--- src/rtl/pipe_hazard_ctrl_pkg.sv ---
// Shared types for the pipeline hazard controller: FSM states, register index
// type, the hard-wired zero register and the EX->ID dependency test.
package pipe_ctrl_pkg;

  typedef enum logic [1:0] {
    RUN   = 2'd0,
    BR2   = 2'd1,
    MWAIT = 2'd2,
    HALT  = 2'd3
  } state_e;

  typedef logic [4:0] reg_idx_t;

  localparam reg_idx_t REG_ZERO = 5'd0;

  // True when the EX destination feeds a source operand of the ID instruction.
  // Writes to $0 never create a dependency.
  function automatic logic reg_dep(input reg_idx_t wreg,
                                   input reg_idx_t rs,
                                   input reg_idx_t rt,
                                   input logic     uses_rt);
    return (wreg != REG_ZERO) && ((wreg == rs) || (uses_rt && (wreg == rt)));
  endfunction

endpackage

--- src/rtl/pipe_hazard_ctrl_if.sv ---
// Signal bundle between the 5-stage pipeline datapath and the hazard
// controller. master = pipeline side, slave = controller side.
interface pipe_hazard_ctrl_if;
  import pipe_ctrl_pkg::*;

  reg_idx_t    id_rs;
  reg_idx_t    id_rt;
  logic        id_uses_rt;
  logic        id_branch;
  logic        id_redirect;
  logic        ex_regwrite;
  logic        ex_memtoreg;
  reg_idx_t    ex_wreg;
  logic        mem_req;
  logic        mem_ready;
  logic        dbg_run;
  logic        dbg_step;

  logic        pc_stall;
  logic        ifid_stall;
  logic        idex_stall;
  logic        exmem_stall;
  logic        ifid_clear;
  logic        idex_clear;
  logic        memwb_clear;
  logic        mem_err;
  logic [15:0] stall_cnt;

  modport master (
    output id_rs, id_rt, id_uses_rt, id_branch, id_redirect,
           ex_regwrite, ex_memtoreg, ex_wreg, mem_req, mem_ready,
           dbg_run, dbg_step,
    input  pc_stall, ifid_stall, idex_stall, exmem_stall,
           ifid_clear, idex_clear, memwb_clear, mem_err, stall_cnt
  );

  modport slave (
    input  id_rs, id_rt, id_uses_rt, id_branch, id_redirect,
           ex_regwrite, ex_memtoreg, ex_wreg, mem_req, mem_ready,
           dbg_run, dbg_step,
    output pc_stall, ifid_stall, idex_stall, exmem_stall,
           ifid_clear, idex_clear, memwb_clear, mem_err, stall_cnt
  );

endinterface

--- src/rtl/pipe_hazard_ctrl_mem_timer.sv ---
// Data-memory wait timer: counts frozen cycles, flags the timeout while the
// controller is waiting, and keeps a sticky error flag until reset.
module hazard_mem_timer #(
  parameter int unsigned MEM_TIMEOUT = 255
) (
  input  logic clk,
  input  logic rst,
  input  logic in_wait_i,
  input  logic count_i,
  input  logic clear_i,
  output logic timeout_o,
  output logic mem_err_o
);

  localparam logic [7:0] LIMIT = 8'(MEM_TIMEOUT);

  logic [7:0] cnt_q;
  logic       err_q;

  assign timeout_o = in_wait_i && (cnt_q >= LIMIT);
  assign mem_err_o = err_q;

  // Wait counter: cleared when the wait ends, otherwise counts frozen cycles.
  always_ff @(posedge clk or posedge rst) begin
    if (rst) begin
      cnt_q <= '0;
    end else if (clear_i) begin
      cnt_q <= '0;
    end else if (count_i) begin
      cnt_q <= cnt_q + 8'd1;
    end
  end

  // Sticky timeout error, only reset clears it.
  always_ff @(posedge clk or posedge rst) begin
    if (rst) begin
      err_q <= 1'b0;
    end else if (timeout_o) begin
      err_q <= 1'b1;
    end
  end

endmodule

--- src/rtl/pipe_hazard_ctrl.sv ---
// Stall/flush sequencer for the 5-stage MIPS pipeline. Resolves load-use,
// branch-in-ID and multi-cycle data-memory hazards. Debug single-stepping is
// built in when HAZARD_DBG_STEP_EN is defined.
module pipe_hazard_ctrl
  import pipe_ctrl_pkg::*;
#(
  parameter int unsigned MEM_TIMEOUT = 255
) (
  input  logic               clk,
  input  logic               rst,
  pipe_hazard_ctrl_if.slave  hz
);

  state_e      state_q, state_d;
  state_e      saved_q, saved_d;
  state_e      eval_state;
  state_e      rest_state;
  logic [15:0] stall_cnt_q;

  logic mfreeze, dep, lu_hit, alu_hit;
  logic in_wait, timeout, frz, dbg_halt, mem_err;
  logic pc_s, ifid_s, idex_s, exmem_s, ifid_c, idex_c, memwb_c;

  assign mfreeze = hz.mem_req & ~hz.mem_ready;
  assign dep     = reg_dep(hz.ex_wreg, hz.id_rs, hz.id_rt, hz.id_uses_rt);
  assign lu_hit  = hz.ex_memtoreg & dep;
  assign alu_hit = hz.ex_regwrite & ~hz.ex_memtoreg & hz.id_branch & dep;
  assign in_wait = (state_q == MWAIT);
  // The timeout cycle drops the access, so it is no longer a frozen cycle.
  assign frz     = mfreeze & ~timeout;

`ifdef HAZARD_DBG_STEP_EN
  logic step_q;
  logic step_edge;

  // Previous dbg_step level for rising-edge detection.
  always_ff @(posedge clk or posedge rst) begin
    if (rst) begin
      step_q <= 1'b0;
    end else begin
      step_q <= hz.dbg_step;
    end
  end

  assign step_edge  = hz.dbg_step & ~step_q;
  assign dbg_halt   = ~hz.dbg_run & ~step_edge;
  assign rest_state = hz.dbg_run ? RUN : HALT;
`else
  logic unused_dbg;
  assign unused_dbg = hz.dbg_run ^ hz.dbg_step;
  assign dbg_halt   = 1'b0;
  assign rest_state = RUN;
`endif

  hazard_mem_timer #(
    .MEM_TIMEOUT (MEM_TIMEOUT)
  ) u_timer (
    .clk       (clk),
    .rst       (rst),
    .in_wait_i (in_wait),
    .count_i   (frz),
    .clear_i   (in_wait & ~frz),
    .timeout_o (timeout),
    .mem_err_o (mem_err)
  );

  // Hazard priority and next state. On the cycle a memory wait ends, the
  // rules of the state that was interrupted apply (RUN after a timeout), so
  // a hazard hidden behind the freeze is resolved on release.
  always_comb begin
    eval_state = state_q;
    if (state_q == MWAIT) begin
      eval_state = timeout ? RUN : saved_q;
    end
    state_d = state_q;
    saved_d = saved_q;
    pc_s    = 1'b0;
    ifid_s  = 1'b0;
    idex_s  = 1'b0;
    exmem_s = 1'b0;
    ifid_c  = 1'b0;
    idex_c  = 1'b0;
    memwb_c = 1'b0;
    if (frz) begin
      pc_s    = 1'b1;
      ifid_s  = 1'b1;
      idex_s  = 1'b1;
      exmem_s = 1'b1;
      memwb_c = 1'b1;
      if (!in_wait) begin
        saved_d = state_q;
        state_d = MWAIT;
      end
    end else begin
      memwb_c = timeout;
      // BR2 is never interrupted by a halt: its extra stall must complete.
      if ((eval_state != BR2) && dbg_halt) begin
        pc_s    = 1'b1;
        ifid_s  = 1'b1;
        idex_s  = 1'b1;
        exmem_s = 1'b1;
        state_d = HALT;
      end else if ((eval_state == BR2) || lu_hit || alu_hit) begin
        pc_s    = 1'b1;
        ifid_s  = 1'b1;
        idex_c  = 1'b1;
        state_d = ((eval_state != BR2) && lu_hit && hz.id_branch) ? BR2 : rest_state;
      end else begin
        ifid_c  = hz.id_redirect;
        state_d = rest_state;
      end
    end
  end

  // FSM state and the state to resume after a memory wait.
  always_ff @(posedge clk or posedge rst) begin
    if (rst) begin
      state_q <= RUN;
      saved_q <= RUN;
    end else begin
      state_q <= state_d;
      saved_q <= saved_d;
    end
  end

  // Saturating count of PC stall cycles.
  always_ff @(posedge clk or posedge rst) begin
    if (rst) begin
      stall_cnt_q <= '0;
    end else if (pc_s && (stall_cnt_q != '1)) begin
      stall_cnt_q <= stall_cnt_q + 16'd1;
    end
  end

  assign hz.pc_stall    = pc_s    & ~rst;
  assign hz.ifid_stall  = ifid_s  & ~rst;
  assign hz.idex_stall  = idex_s  & ~rst;
  assign hz.exmem_stall = exmem_s & ~rst;
  assign hz.ifid_clear  = ifid_c  & ~rst;
  assign hz.idex_clear  = idex_c  & ~rst;
  assign hz.memwb_clear = memwb_c & ~rst;
  assign hz.mem_err     = mem_err;
  assign hz.stall_cnt   = stall_cnt_q;

endmodule

--- src/flat_wrapper.sv ---
// flat-port wrapper written by rule: the top's interface ports become plain ports
module pipe_hazard_ctrl_flat import pipe_ctrl_pkg::*;
#(
  parameter int unsigned MEM_TIMEOUT = 255
)
  (clk, rst, hz_id_rs, hz_id_rt, hz_id_uses_rt, hz_id_branch, hz_id_redirect, hz_ex_regwrite, hz_ex_memtoreg, hz_ex_wreg, hz_mem_req, hz_mem_ready, hz_dbg_run, hz_dbg_step, hz_pc_stall, hz_ifid_stall, hz_idex_stall, hz_exmem_stall, hz_ifid_clear, hz_idex_clear, hz_memwb_clear, hz_mem_err, hz_stall_cnt);
  pipe_hazard_ctrl_if hz_i ();
  input  logic clk;
  input  logic rst;
  input wire logic [$bits(hz_i.id_rs)-1:0] hz_id_rs;
  input wire logic [$bits(hz_i.id_rt)-1:0] hz_id_rt;
  input wire logic [$bits(hz_i.id_uses_rt)-1:0] hz_id_uses_rt;
  input wire logic [$bits(hz_i.id_branch)-1:0] hz_id_branch;
  input wire logic [$bits(hz_i.id_redirect)-1:0] hz_id_redirect;
  input wire logic [$bits(hz_i.ex_regwrite)-1:0] hz_ex_regwrite;
  input wire logic [$bits(hz_i.ex_memtoreg)-1:0] hz_ex_memtoreg;
  input wire logic [$bits(hz_i.ex_wreg)-1:0] hz_ex_wreg;
  input wire logic [$bits(hz_i.mem_req)-1:0] hz_mem_req;
  input wire logic [$bits(hz_i.mem_ready)-1:0] hz_mem_ready;
  input wire logic [$bits(hz_i.dbg_run)-1:0] hz_dbg_run;
  input wire logic [$bits(hz_i.dbg_step)-1:0] hz_dbg_step;
  output wire logic [$bits(hz_i.pc_stall)-1:0] hz_pc_stall;
  output wire logic [$bits(hz_i.ifid_stall)-1:0] hz_ifid_stall;
  output wire logic [$bits(hz_i.idex_stall)-1:0] hz_idex_stall;
  output wire logic [$bits(hz_i.exmem_stall)-1:0] hz_exmem_stall;
  output wire logic [$bits(hz_i.ifid_clear)-1:0] hz_ifid_clear;
  output wire logic [$bits(hz_i.idex_clear)-1:0] hz_idex_clear;
  output wire logic [$bits(hz_i.memwb_clear)-1:0] hz_memwb_clear;
  output wire logic [$bits(hz_i.mem_err)-1:0] hz_mem_err;
  output wire logic [$bits(hz_i.stall_cnt)-1:0] hz_stall_cnt;
  assign hz_i.id_rs = hz_id_rs;
  assign hz_i.id_rt = hz_id_rt;
  assign hz_i.id_uses_rt = hz_id_uses_rt;
  assign hz_i.id_branch = hz_id_branch;
  assign hz_i.id_redirect = hz_id_redirect;
  assign hz_i.ex_regwrite = hz_ex_regwrite;
  assign hz_i.ex_memtoreg = hz_ex_memtoreg;
  assign hz_i.ex_wreg = hz_ex_wreg;
  assign hz_i.mem_req = hz_mem_req;
  assign hz_i.mem_ready = hz_mem_ready;
  assign hz_i.dbg_run = hz_dbg_run;
  assign hz_i.dbg_step = hz_dbg_step;
  assign hz_pc_stall = hz_i.pc_stall;
  assign hz_ifid_stall = hz_i.ifid_stall;
  assign hz_idex_stall = hz_i.idex_stall;
  assign hz_exmem_stall = hz_i.exmem_stall;
  assign hz_ifid_clear = hz_i.ifid_clear;
  assign hz_idex_clear = hz_i.idex_clear;
  assign hz_memwb_clear = hz_i.memwb_clear;
  assign hz_mem_err = hz_i.mem_err;
  assign hz_stall_cnt = hz_i.stall_cnt;
  pipe_hazard_ctrl #(.MEM_TIMEOUT(MEM_TIMEOUT)) u_core (.clk(clk), .rst(rst), .hz(hz_i));
endmodule
--- config.mk ---
export PLATFORM = sky130hd
export DESIGN_NAME = pipe_hazard_ctrl_flat
export DESIGN_NICKNAME = d
export VERILOG_FILES = /design/src/rtl/pipe_hazard_ctrl_pkg.sv /design/src/rtl/pipe_hazard_ctrl_if.sv /design/src/rtl/pipe_hazard_ctrl_mem_timer.sv /design/src/rtl/pipe_hazard_ctrl.sv /design/src/flat_wrapper.sv
export SDC_FILE = /design/constraint.sdc
export NUM_CORES = 1
export LEC_CHECK = 0
export CORE_MARGIN = 3
export CORE_UTILIZATION = 47
export CTS_CLUSTER_DIAMETER = 100
export CTS_CLUSTER_SIZE = 25
export DETAILED_ROUTE_END_ITERATION = 16
export GPL_TIMING_DRIVEN = 0
export PLACE_DENSITY = 0.89
export SLEW_MARGIN = 30
export SYNTH_ARGS = -nofsm -noshare
export SYNTH_HDL_FRONTEND = slang
export SYNTH_SLANG_ARGS = --single-unit
--- constraint.sdc ---
create_clock -name clk -period 2.7 [get_ports clk]
set_clock_uncertainty 0.1 [all_clocks]
set_input_delay 0.54 -clock clk [delete_from_list [all_inputs] [get_ports clk]]
set_output_delay 0.54 -clock clk [all_outputs]
set_load 0.03 [all_outputs]
# Word level (Yosys, flattened, before mapping)
# Index checks and enable logic that the tools add are counted.
[classes] addsub=2 n_lt_le_gt_ge=1 n_eq_ne=7 muxes=15 bitwise_logic=18 reduce_logical=12
[op_table] op="$add 16x1->16 const B" count=1
[op_table] op="$mux 8" count=2
[op_table] op="$ne 16x16->1 const B" count=1
[op_table] op="$and 1x1->1" count=12
[op_table] op="$eq 5x5->1" count=2
[op_table] op="$mux 2" count=5
[op_table] op="$add 8x1->8 const B" count=1
[op_table] op="$ge 8x8->1 const B" count=1
[op_table] op="$mux 1" count=8
[op_table] op="$logic_and 1x1->1" count=6
[op_table] op="$not 1->1" count=6
[op_table] op="$reduce_bool 5->1" count=1
[op_table] op="$logic_or 1x1->1" count=3
[op_table] op="$eq 2x1->1 const B" count=1
[op_table] op="$eq 2x2->1 const B" count=1
[op_table] op="$ne 2x1->1 const B" count=1
[op_table] op="$ne 2x2->1 const B" count=1
[op_table] op="$reduce_and 2->1" count=1
[op_table] op="$reduce_bool 2->1" count=1
[word_totals] register_bits=29 in_bits=26 out_inout_bits=24 word_cells=60

# Logic depth before layout (Yosys ltp)
[logic_depth] word_depth=10 ltp_mapped=10 ltp_nobuf=7

# By module
# A second synthesis with hierarchy kept.
[hier_totals] cells_unflattened=168 hier_area_um2=1631.6
[modules_own_cells] module="pipe_hazard_ctrl" n_inst=1 cells_each=126 area_each_um2=1198.6 seq_area_each_um2=500.5
[modules_own_cells] module="hazard_mem_timer" n_inst=1 cells_each=42 area_each_um2=432.9 seq_area_each_um2=225.2

# Worst setup path after synthesis
# OpenSTA, ideal clock, no wires.
[synth_path] path_kind="input to output" startpoint="input port hz_ex_wreg[3]" endpoint="output port hz_idex_clear" arrival_ps=2260 t_required_ps=2060 setup_slack_ps=-200 path_stages=5 path_buffers=0 path_cell_list="xor2_1 > nor4_1 > a32oi_1 > or2_2 > a311oi_1"
[synth_via] elab_chain_len=10 elab_cells_between_ends=13 cone_classes="eq/ne: 2; mux: 2; bitwise: 3; reduce/logical: 6"
[synth_lines] element="start: declaration" line_no="flat_wrapper.sv:17" source="input wire logic [$bits(hz_i.ex_wreg)-1:0] hz_ex_wreg;"
[synth_lines] element="$eq 5x5->1" line_no="pipe_hazard_ctrl_pkg.sv:22" source="return (wreg != REG_ZERO) && ((wreg == rs) || (uses_rt && (wreg == rt)));"
[synth_lines] element="$logic_and 1x1->1" line_no="pipe_hazard_ctrl_pkg.sv:22"
[synth_lines] element="$logic_or 1x1->1" line_no="pipe_hazard_ctrl_pkg.sv:22"
[synth_lines] element="$logic_and 1x1->1 *" line_no="pipe_hazard_ctrl_pkg.sv:22"
[synth_lines] element="$and 1x1->1" line_no="pipe_hazard_ctrl.sv:26" source="assign lu_hit = hz.ex_memtoreg & dep;"
[synth_lines] element="$logic_or 1x1->1" line_no="pipe_hazard_ctrl.sv:103" source="end else if ((eval_state == BR2) || lu_hit || alu_hit) begin"
[synth_lines] element="$logic_or 1x1->1 *" line_no="pipe_hazard_ctrl.sv:103"
[synth_lines] element="$mux 1 *" line_no="pipe_hazard_ctrl.sv:103"
[synth_lines] element="$mux 1 *" line_no="pipe_hazard_ctrl.sv:84" source="if (frz) begin"
[synth_lines] element="$and 1x1->1 *" line_no="pipe_hazard_ctrl.sv:140" source="assign hz.idex_clear = idex_c & ~rst;"
[synth_lines] element="end: declaration" line_no="flat_wrapper.sv:27" source="output wire logic [$bits(hz_i.idex_clear)-1:0] hz_idex_clear;"
# Every way passes the cells marked *; elsewhere a longest branch is shown, timed or not.

# Worst setup path in the final report
[layout_path] startpoint="register u_core.u_timer.cnt_q[0]" endpoint="output port hz_ifid_clear"
[layout_via] elab_chain_len=10 elab_cells_between_ends=12 cone_classes="order compare: 1; eq/ne: 1; mux: 4; bitwise: 3; reduce/logical: 3"
[layout_lines] element="start: declaration" line_no="pipe_hazard_ctrl_mem_timer.sv:17" source="logic [7:0] cnt_q;"
[layout_lines] element="start signal: assignment" line_no="pipe_hazard_ctrl_mem_timer.sv:30" source="cnt_q <= cnt_q + 8'd1;"
[layout_lines] element="$ge 8x8->1 *" line_no="pipe_hazard_ctrl_mem_timer.sv:20" source="assign timeout_o = in_wait_i && (cnt_q >= LIMIT);"
[layout_lines] element="$logic_and 1x1->1 *" line_no="pipe_hazard_ctrl_mem_timer.sv:20"
[layout_lines] element="$mux 2" line_no="pipe_hazard_ctrl.sv:73" source="eval_state = timeout ? RUN : saved_q;"
[layout_lines] element="$mux 2" line_no="pipe_hazard_ctrl.sv:72" source="if (state_q == MWAIT) begin"
[layout_lines] element="$eq 2x1->1" line_no="pipe_hazard_ctrl.sv:103"
[layout_lines] element="$logic_or 1x1->1 (2 in series)" line_no="pipe_hazard_ctrl.sv:103"
[layout_lines] element="$mux 1" line_no="pipe_hazard_ctrl.sv:103"
[layout_lines] element="$mux 1 *" line_no="pipe_hazard_ctrl.sv:84"
[layout_lines] element="$and 1x1->1 *" line_no="pipe_hazard_ctrl.sv:139" source="assign hz.ifid_clear = ifid_c & ~rst;"
[layout_lines] element="end: declaration" line_no="flat_wrapper.sv:26" source="output wire logic [$bits(hz_i.ifid_clear)-1:0] hz_ifid_clear;"
# Marked as above.

==> results.md <==
Critical path:
- The highest fanout seen on the critical path is 3.
- The element type at the critical path start is a flip-flop.
- The nature of the critical path endpoint is an output pin.
- At the worst endpoint, the arrival time is 2.16 ns.
- At the worst endpoint, the required time is 2.06 ns.
- The type of the setup path with the least slack is reg2out.

Routing:
- The mean number of vias per cell is 5.517.
- The count of nets left with antenna violations once routing finished came out at 0.
- The vias after detailed routing is 1,589.
- The iteration count of the initial detailed-routing pass is 4.
- The final routed wire length divided by cell count is 16.03 um.
- The final routed DRC violation total is 0.
- Wires add up to 4618 um.
- The detailed router finished its first iteration with 143 violations.

Outcome:
- The checks that failed: negative setup slack.
- The flow ran to the end, but the final reports show violations.

STA:
- The number of pins exceeding their max-slew limit in the final report is 0.
- The final number of hold-violating endpoints is 0.
- For the finished layout, the period the worst path requires is 2.801 ns.
- For the pin with the worst max-slew slack, the measured transition is 0.4164 ns.
- The final number of setup-violating endpoints is 3.
- The relative slew slack is 0.7198.
- For this run, the top clock speed supported by timing is 357.0 MHz.
- The fraction of the cycle the final worst path needs is 1.037.
- Setup repair after global routing could not meet its margin everywhere.
- The final setup TNS is -0.2817 ns.
- In the post-route analysis, the smallest setup slack over all paths is -0.1012 ns.

Synth:
- The post-synthesis average cell area is 9.745 um^2.
- The unique cell type count in the Yosys netlist is 41.
- The proportion of synthesized flip-flops having asynchronous set or reset is 1.000.
- The count of state elements after synthesis is 29.
- The share of synthesized area occupied by flip-flops and latches is 0.4381.
- Yosys mapped a number of flops with a built-in enable equal to 0.
- The number of instances in the synthesized netlist is 170.
- Yosys printed 0 warnings.
- The number of nets handed over by synthesis was 198.
- The cell area after synthesis is 1657 um^2.
- The commonest register cell after synthesis is sky130_fd_sc_hd__dfrtp_1.

Placed design:
- The detailed-placement wirelength estimate is 2881 um.
- Timing analysis after detailed placement gives a worst setup slack of -1.060 ns.
- Routability-driven placement finished with a final weighted congestion of 0.8442.
- After detailed placement, the design holds a cell count of 261.
- The number of port buffers is 47.

Global route:
- The first global-routing pass estimated 6969 um of wire.
- The global-route total usage across every layer is 0.2108.
- The number of global-route vias before repair is 1,582.
- The pin count of the biggest net entering global routing is 31.
- The total overflow left after global routing is 0.
- The number of antenna violations at the first check in global routing was 0.

Pwr:
- Of the total power, the share spent switching nets is 0.3513.
- The internal portion of the total power is 854.4 uW.
- The logic gate share of total power is 0.344.
- The share of total power dissipated in the clock network is 0.233.
- The total net switching power is 462.7 uW.
- In this run the power density over the cells is 536.6 nW/um^2.
- The maximum vdd ir drop is 407.4 uV.
- Of the total power, registers draw 0.423.
- The static leakage is 0.001147 uW.

Cells and area:
- The fill cell total of the finished layout is 240.
- The growth of design area from synthesis to finish is 48.19%.
- The net count of the finished layout is 271.
- In the final layout, the share of cells above drive strength 1 is 0.3074.
- The post-route core utilization is 0.7664.
- After the flow finishes, the layout carries non-filler instances totaling 288.
- The count of inserted antenna diode cells is 0.
- The multi-input gate area in the final layout is 957.2 um^2.
- The sequential cell area is 725.7 um^2.

Clock tree:
- The register clock-pin slew on the reported worst setup and hold paths is 0.10 ns.
- The clock network latency to the later pin of the worst-skew pair is 0.34 ns.
- The number of buffers inserted during clock tree synthesis is 5.
- After clock tree synthesis, the flow added hold-fix buffers numbering 0.
- The clock passes through at most 2 buffers.
- The H-tree was split into 2 levels.
- The buffer cell driving the clock tree root is sky130_fd_sc_hd__clkbuf_4.
- The TritonCTS sink count is 29.
- The clock tree from TritonCTS is yes.

Floorplan:
- The area of the placeable core is 3203 um^2.
- The die outline height is 65.37 um.
- The floorplan step set the die width to 65.37 um.
- The count of boundary I/O pins is 50.
- The initial cell density of the core is 0.5172.
- The number of rows in the core area is 20.
- The area of the die is 4273 um^2.

Flow run:
- Max-cap violations in this run came to 0.

Min path:
- The path class of the lowest-slack min-delay path is reg2reg.
[power by group through the flow]
| stage | Clock, uW | Sequential [uW] | Combinational, uW |
|---|---|---|---|
| 2_1_floorplan | 0 | 652 | 142 |
| 3_3_place_gp | 0 | 567 | 403 |
| 3_5_place_dp | 0 | 569 | 411 |
| 4_1_cts | 311 | 558 | 432 |
| 5_1_grt | 332 | 570 | 486 |
| 6_report | 307 | 558 | 453 |
[final timing paths]
path | slack [ns] | cells after the start | start | end
max | -0.10 | 7 | u_core.u_timer.cnt_q[0]$_DFFE_PP0P_ | hz_ifid_clear
min | 0.38 | 1 | u_core.u_timer.mem_err_o$_DFFE_PP0P_ | u_core.u_timer.mem_err_o$_DFFE_PP0P_
max reg2reg | 0.18 | 10 | u_core.u_timer.cnt_q[0]$_DFFE_PP0P_ | u_core.hz.stall_cnt[1]$_DFFE_PP0P_
min reg2reg | 0.38 | 1 | u_core.u_timer.mem_err_o$_DFFE_PP0P_ | u_core.u_timer.mem_err_o$_DFFE_PP0P_
max in group asynchronous | 1.55 | 2 | rst | u_core.state_q[1]$_DFFE_PP0P_
min in group asynchronous | 0.66 | 2 | rst | u_core.hz.stall_cnt[14]$_DFFE_PP0P_
[placed cells by master, fill, tap and decap left out, types with 3 or more instances in the layout]
cell / instances
sky130_fd_sc_hd__nor2_1: 12
sky130_fd_sc_hd__buf_4: 24
sky130_fd_sc_hd__clkbuf_4: 5
sky130_fd_sc_hd__nand2_1: 15
sky130_fd_sc_hd__nor3_1: 7
sky130_fd_sc_hd__xor2_1: 19
sky130_fd_sc_hd__nand3_1: 9
sky130_fd_sc_hd__o21ai_0: 12
sky130_fd_sc_hd__o31ai_1: 5
sky130_fd_sc_hd__buf_6: 4
sky130_fd_sc_hd__clkbuf_2: 6
sky130_fd_sc_hd__nand2b_1: 5
sky130_fd_sc_hd__and3_1: 4
sky130_fd_sc_hd__a21oi_1: 3
sky130_fd_sc_hd__buf_2: 3
sky130_fd_sc_hd__dlymetal6s2s_1: 3
sky130_fd_sc_hd__nor4_1: 3
sky130_fd_sc_hd__clkdlybuf4s50_1: 28
sky130_fd_sc_hd__mux2_4: 3
sky130_fd_sc_hd__dfrtp_1: 29
[stage by stage]
| stage | instance area (um^2) | total power, uW | hold WS, ns |
|---|---|---|---|
| after global routing | 2455 | 1387 | 0.3997 |
| final | 2455 | 1317 | 0.3842 |
| after floorplan | 1670 | 793.9 | 0.3483 |
| after detailed placement | 2196 | 979.6 | 0.3631 |
| after global placement | 2196 | 969.5 | 0.3495 |
| after CTS | 2355 | 1301 | 0.3866 |
[cells by family (layout without fill, tap and decap cells)]
family	Yosys count	in the layout	share of synthesized area
buf+inv	8	82	0.03247
xor+xnor	21	21	0.1110
flops	29	29	0.4381
mux	4	4	0.03399
fa+ha+maj	2	2	0.01510
simple gates	80	80	0.2696
compound gates	26	26	0.09970
[area by class of cell]
cell class	instances	area share
multi-input combinational	133	0.3899
sequential	29	0.2956
timing repair buffer	69	0.2472
clock buffer	7	0.02650
tap	44	0.02243
buffer	3	0.009174
inverter	2	0.007136
clock inverter	1	0.002039
[repair_timing]
| action | 4_1_cts | 5_1_grt |
|---|---|---|
| cloned | 0 | 0 |
| resized for setup | 61 | 32 |
| setup endpoints to repair | 7 | 10 |
| hold endpoints to repair | 0 | 0 |
| pin swaps | 8 | 13 |
| setup buffers | 10 | 12 |
[synthesized netlist by cell type (2+ instances only)]
library cell                n  area share
sky130_fd_sc_hd__a21oi_1    3      0.0091
sky130_fd_sc_hd__and3_1     5       0.019
sky130_fd_sc_hd__buf_4      2      0.0091
sky130_fd_sc_hd__buf_6      2       0.014
sky130_fd_sc_hd__dfrtp_1   29        0.44
sky130_fd_sc_hd__ha_1       2       0.015
sky130_fd_sc_hd__inv_1      2      0.0045
sky130_fd_sc_hd__mux2_4     3       0.027
sky130_fd_sc_hd__nand2_1   16       0.036
sky130_fd_sc_hd__nand2b_1   5       0.019
sky130_fd_sc_hd__nand3_1   10       0.030
sky130_fd_sc_hd__nor2_1    14       0.032
sky130_fd_sc_hd__nor3_1     8       0.024
sky130_fd_sc_hd__nor3b_1    2      0.0091
sky130_fd_sc_hd__nor4_1     4       0.015
sky130_fd_sc_hd__o21ai_0   12       0.036
sky130_fd_sc_hd__o31ai_1    5       0.023
sky130_fd_sc_hd__or2_2      3       0.011
sky130_fd_sc_hd__or4_1      2      0.0091
sky130_fd_sc_hd__xnor2_1    2       0.011
sky130_fd_sc_hd__xor2_1    19        0.10
[state kept, by name, indices dropped and copies added, names as in the netlist]
| name | flops |
|---|---|
| u_core.hz.stall_cnt | 16 |
| u_core.u_timer.cnt_q | 8 |
| u_core.saved_q | 2 |
| u_core.state_q | 2 |
| u_core.u_timer.mem_err_o | 1 |
[routing by layer]
layer / routed length [um] / up-vias / GRT usage / share of wire
met3: 214 / 13 / 0.04957 / 0.046
li1: - / 756 / - / -
met5: 0 / - / 0 / 0
met2: 2453 / 60 / 0.3793 / 0.53
met1: 1835 / 760 / 0.2320 / 0.40
met4: 114 / 0 / 0.09845 / 0.025
[worst max-delay path, stage by stage (launching register included)]
cell	delay (ns)
sky130_fd_sc_hd__dfrtp_1	0.37
sky130_fd_sc_hd__ha_2	0.20
sky130_fd_sc_hd__nand3_2	0.10
sky130_fd_sc_hd__or3_4	0.43
sky130_fd_sc_hd__o21a_1	0.14
sky130_fd_sc_hd__o21ba_4	0.26
sky130_fd_sc_hd__and3_4	0.19
sky130_fd_sc_hd__buf_6	0.13
(Power assumes the default switching activity.)
